**src/rtl/unidade_controle_jogo.sv**
```systemverilog
// unidade_controle_jogo: Moore control FSM for the sequence-memory game (optional JOGADA_TIMEOUT_EN enables play timeout)
module unidade_controle_jogo #(
  parameter int ESTADO_W = 4
) (
  input  logic                i_clock,
  input  logic                i_reset,
  input  logic                i_iniciar,
  input  logic                i_jogada_feita,
  input  logic                i_jogada_correta,
  input  logic                i_enderecoIgualRodada,
  input  logic                i_fimCR,
  input  logic                i_timeout,
  input  logic                i_timeout_jogada_inicial,
  output logic                o_zeraR,
  output logic                o_registraR,
  output logic                o_zeraCR,
  output logic                o_contaCR,
  output logic                o_zeraCE,
  output logic                o_contaCE,
  output logic                o_zeraT,
  output logic                o_contaT,
  output logic                o_zeraTI,
  output logic                o_contaTI,
  output logic                o_grava,
  output logic                o_pronto,
  output logic                o_ganhou,
  output logic                o_perdeu,
  output logic [ESTADO_W-1:0] o_db_estado
);
`ifdef JOGADA_TIMEOUT_EN
  localparam logic TO_EN = 1'b1;
`else
  localparam logic TO_EN = 1'b0;
`endif
  typedef enum logic [3:0] {
    INICIAL        = 4'h0,
    PREPARACAO     = 4'h1,
    MOSTRA_INICIAL = 4'h2,
    INICIO_RODADA  = 4'h3,
    ESPERA_JOGADA  = 4'h4,
    REGISTRA       = 4'h5,
    COMPARA        = 4'h6,
    PROXIMA_JOGADA = 4'h7,
    ESPERA_NOVA    = 4'h8,
    PROXIMA_RODADA = 4'h9,
    GRAVA_NOVA     = 4'hA,
    FIM_ACERTOU    = 4'hB,
    FIM_ERROU      = 4'hC,
    FIM_TIMEOUT    = 4'hD
  } t_estado;
  t_estado r_estado, w_prox;
  logic    w_timeout;
  assign w_timeout   = i_timeout & TO_EN;
  assign o_db_estado = ESTADO_W'(r_estado);
  // state register; reset aborts any game immediately
  always_ff @(posedge i_clock or posedge i_reset)
    if (i_reset) r_estado <= INICIAL;
    else         r_estado <= w_prox;
  // next-state and Moore output decode; timeout has priority over a press
  always_comb begin
    w_prox      = r_estado;
    o_zeraR     = 1'b0;
    o_registraR = 1'b0;
    o_zeraCR    = 1'b0;
    o_contaCR   = 1'b0;
    o_zeraCE    = 1'b0;
    o_contaCE   = 1'b0;
    o_zeraT     = 1'b0;
    o_contaT    = 1'b0;
    o_zeraTI    = 1'b0;
    o_contaTI   = 1'b0;
    o_grava     = 1'b0;
    o_pronto    = 1'b0;
    o_ganhou    = 1'b0;
    o_perdeu    = 1'b0;
    case (r_estado)
      INICIAL:        w_prox = i_iniciar ? PREPARACAO : INICIAL;
      PREPARACAO: begin
        o_zeraR  = 1'b1;
        o_zeraCR = 1'b1;
        o_zeraCE = 1'b1;
        o_zeraT  = 1'b1;
        o_zeraTI = 1'b1;
        w_prox   = MOSTRA_INICIAL;
      end
      MOSTRA_INICIAL: begin
        o_contaTI = 1'b1;
        w_prox    = i_timeout_jogada_inicial ? INICIO_RODADA : MOSTRA_INICIAL;
      end
      INICIO_RODADA: begin
        o_zeraCE = 1'b1;
        o_zeraT  = 1'b1;
        w_prox   = ESPERA_JOGADA;
      end
      ESPERA_JOGADA: begin
        o_contaT = TO_EN;
        w_prox   = w_timeout ? FIM_TIMEOUT : i_jogada_feita ? REGISTRA : ESPERA_JOGADA;
      end
      REGISTRA: begin
        o_registraR = 1'b1;
        o_zeraT     = 1'b1;
        w_prox      = COMPARA;
      end
      COMPARA:        w_prox = !i_jogada_correta ? FIM_ERROU :
                               !i_enderecoIgualRodada ? PROXIMA_JOGADA :
                               i_fimCR ? FIM_ACERTOU : ESPERA_NOVA;
      PROXIMA_JOGADA: begin
        o_contaCE = 1'b1;
        w_prox    = ESPERA_JOGADA;
      end
      ESPERA_NOVA: begin
        o_contaT = TO_EN;
        w_prox   = w_timeout ? FIM_TIMEOUT : i_jogada_feita ? PROXIMA_RODADA : ESPERA_NOVA;
      end
      PROXIMA_RODADA: begin
        o_contaCR = 1'b1;
        o_zeraT   = 1'b1;
        w_prox    = GRAVA_NOVA;
      end
      GRAVA_NOVA: begin
        o_grava = 1'b1;
        w_prox  = INICIO_RODADA;
      end
      FIM_ACERTOU: begin
        o_pronto = 1'b1;
        o_ganhou = 1'b1;
        w_prox   = i_iniciar ? PREPARACAO : FIM_ACERTOU;
      end
      FIM_ERROU: begin
        o_pronto = 1'b1;
        o_perdeu = 1'b1;
        w_prox   = i_iniciar ? PREPARACAO : FIM_ERROU;
      end
      FIM_TIMEOUT: begin
        o_pronto = TO_EN;
        o_perdeu = TO_EN;
        w_prox   = !TO_EN ? INICIAL : i_iniciar ? PREPARACAO : FIM_TIMEOUT;
      end
      default:        w_prox = INICIAL;
    endcase
  end
endmodule

```
**config.mk**
```make
export PLATFORM = sky130hd
export DESIGN_NAME = unidade_controle_jogo
export DESIGN_NICKNAME = d
export VERILOG_FILES = /design/src/rtl/unidade_controle_jogo.sv
export SDC_FILE = /design/constraint.sdc
export NUM_CORES = 1
export LEC_CHECK = 0
export BUFFER_PORTS_ARGS = -buffer_cell sky130_fd_sc_hd__buf_2
export CORE_AREA = 2 2 39 41
export DETAILED_ROUTE_END_ITERATION = 8
export DIE_AREA = 0 0 41 43
export GPL_ROUTABILITY_DRIVEN = 0
export MAX_ROUTING_LAYER = met4
export PLACE_DENSITY = 0.66
export SETUP_SLACK_MARGIN = 0.15
export SLEW_MARGIN = 30
export SYNTH_ARGS = -nofsm -noshare
export SYNTH_HDL_FRONTEND = slang
export SYNTH_SLANG_ARGS = --single-unit
```
**constraint.sdc**
```tcl
create_clock -name i_clock -period 3.9 [get_ports i_clock]
set_clock_uncertainty 0.2 [all_clocks]
set_input_delay 0.585 -clock i_clock [delete_from_list [all_inputs] [get_ports i_clock]]
set_output_delay 0.585 -clock i_clock [all_outputs]
set_load 0.005 [all_outputs]
```
==> run_results.csv <==
group,metric,value,unit
detailed_routing,drt_first_pass_iters,4,
detailed_routing,wl,981,um
critical_path,cp_slowest_cell,"dfrtp_1",
worst_hold_path,hold_path_class,"input port to asynchronous set/reset pin",
final_layout,n_antenna_cell,0,
clock_network,clock-sinks,4,
power_and_ir_drop,total_power,0.374,mW
detailed_routing,drc,0,
detailed_routing,vias,426,
sta,max_freq,465,MHz
final_layout,final_common_cell,"buf_2",
power_and_ir_drop,power_leakage,0.299,nW
critical_path,endpoint_kind,"primary output",
placement,dp_hpwl,752,um
critical_path,cp-start-kind,"register",
global_route,grt_pass1_vias,379,
global_route,antenna_found_initial,0,
floorplan,die-area,1760,um2
global_route,grt_usage,0.137,
power_and_ir_drop,p_int,0.202,mW
detailed_routing,wl_per_cell,10.4,um
clock_network,cts_hold_buf,0,
detailed_routing,vias_per_cell,4.53,
run_status,status,"completed",
logic_synthesis,netlist_instances,58,
power_and_ir_drop,ir_worst_vdd,0.402,mV
logic_synthesis,syn_area_per_cell,7.21,um2
floorplan,start_util,0.302,
floorplan,coreArea,1380,um2
floorplan,die_x,41,um
critical_path,crit_buf_inv,1,
sta,finalCritPeriodShare,0.551,
critical_path,worst_ep_required_time,3.12,ns
floorplan,rows,14,
placement,port-buffer-count,24,
global_route,grt_pass1_wl,1.60,mm
power_and_ir_drop,pwr-share-comb,0.548,
final_layout,final_cell_mix,"24 x buf_2, 7 x nor2_1, 6 x inv_1",
critical_path,crit_family,"flip-flops",
clock_network,cts_made_buffers,3,
detailed_routing,antenna_left,0,
sta,whs,0.0176,ns
logic_synthesis,yosys_warnings,0,
critical_path,path_cells,"and2b_1 > a21oi_1 > nor2b_1 > buf_2",
clock_network,postCtsSetupBuffers,0,
sta,finalSetupViolations,0,
global_route,grt-ovfl-total,0,
critical_path,arrival,1.36,ns
critical_path,worstPathMaxFanout,14,
logic_synthesis,synth.net_count,67,
logic_synthesis,ys_types,27,
power_and_ir_drop,seqPwrFrac,0.312,
clock_network,path_clk_slew,0.04,ns
power_and_ir_drop,switchingPower,0.172,mW
flow_run,maxCapViolCount,0,
logic_synthesis,synth_area,418,um2
clock_network,cts_tree,"built",
global_route,grt_max_degree,17,
sta,rsz0062_at_grt,"false",
floorplan,ios,27,
clock_network,insertion_delay,0.24,ns
clock_network,cts_resized,0,
critical_path,slowest_delay,0.58,ns
sta,final.setup.tns,0,ns
sta,hold_viol,0,
final_layout,area_delta_synth_final,27.2,%
logic_synthesis,yosysSeqAreaShare,0.240,
detailed_routing,dr.first_iter.drc_count,9,
sta,min_period,2.15,ns
final_layout,largest_reg_flops,4,
clock_network,root_buffer,"clkbuf_4",
power_and_ir_drop,cellPowerDensity,704,nW/um2
clock_network,htree_levels,1,
critical_path,crit_type,"register to primary output",
clock_network,cts_buffer_depth,2,
final_layout,nets,89,
power_and_ir_drop,p_clk_frac,0.140,
sta,drv_slew,0,
logic_synthesis,ys_seq_elements,4,
final_layout,drive_gt1_frac,0.359,
floorplan,dieHeight,43,um
power_and_ir_drop,swShare,0.461,
-- cell usage after synthesis, drive strengths merged --
cell type  number  area (um2)
nand2b          3        18.8
or2b            1        7.51
a21oi           4        20.0
and3            1        6.26
nand2           2        7.51
nor3b           1        7.51
nor3            3        15.0
and2b           1        7.51
inv             6        22.5
dfrtp           4         100
a211o           1        8.76
mux2i           1        10.0
a31oi           1        6.26
a2bb2oi         1        8.76
or2             1        6.26
maj3            1        10.0
o221ai          1        15.0
nor2b           3        18.8
nor2            7        26.3
xor2            1        8.76
o21ai           4        20.0
a211oi          1        7.51
conb            1        3.75
buf             7        48.8
o22ai           1        6.26
-- cells by family after synthesis --
| kind of cell | Yosys count | share of synthesized area |
|---|---|---|
| other | 1 | 0.00897 |
| DFF | 4 | 0.240 |
| adders and majority gates | 1 | 0.0240 |
| and+or+nand+nor | 23 | 0.290 |
| xor gates and xnor gates | 1 | 0.0210 |
| buffers and inverters | 13 | 0.171 |
| muxes | 1 | 0.0240 |
| AOI/OAI and AO/OA | 14 | 0.222 |
-- final timing paths --
| kind | startpoint | endpoint | slack [ns] | cells after the start |
|---|---|---|---|---|
| setup / recovery | o_db_estado[2] | o_pronto | 1.75 | 4 |
| hold / removal | i_reset | o_db_estado[2] | 0.02 | 2 |
| setup reg to reg | o_db_estado[2] | o_db_estado[0] | 2.36 | 3 |
| hold reg to reg | o_db_estado[2] | o_db_estado[2] | 0.52 | 2 |
| max in group asynchronous | i_reset | o_db_estado[3] | 3.34 | 2 |
| min in group i_clock | i_jogada_feita | o_db_estado[0] | 0.49 | 3 |
-- layer usage --
metal  wire (um)  track usage
met5           0            -
met1         442        0.186
met3          80       0.0471
met4           0       0.0600
met2         458        0.178
-- per-stage QoR --
stage / utilization / setup WS, ns / std cells / instance area, um2
final: 0.384 / 1.75 / 94 / 532
after detailed placement: 0.368 / 2.01 / 91 / 509
after global placement: 0.368 / 2.01 / 91 / 509
after CTS: 0.384 / 1.75 / 94 / 532
after floorplan: - / 2.01 / 58 / 418
after global routing: 0.384 / 1.62 / 94 / 532
-- power by group through the flow --
stage	logic (mW)	clock network [mW]	registers [mW]
2_1_floorplan	0.196	0	0.0771
3_3_place_gp	0.205	0	0.117
3_5_place_dp	0.206	0	0.116
4_1_cts	0.207	0.0542	0.116
5_1_grt	0.232	0.0587	0.125
6_report	0.205	0.0525	0.117
-- final cells by class --
class                           instances  area, um2
Fill cell                             160        852
Timing Repair Buffer                   24        120
Sequential cell                         4        100
Multi-Input combinational cell         41        246
Inverter                                6       22.5
Clock buffer                            3       22.5
Tap cell                               16       20.0
(Power assumes the default switching activity.)
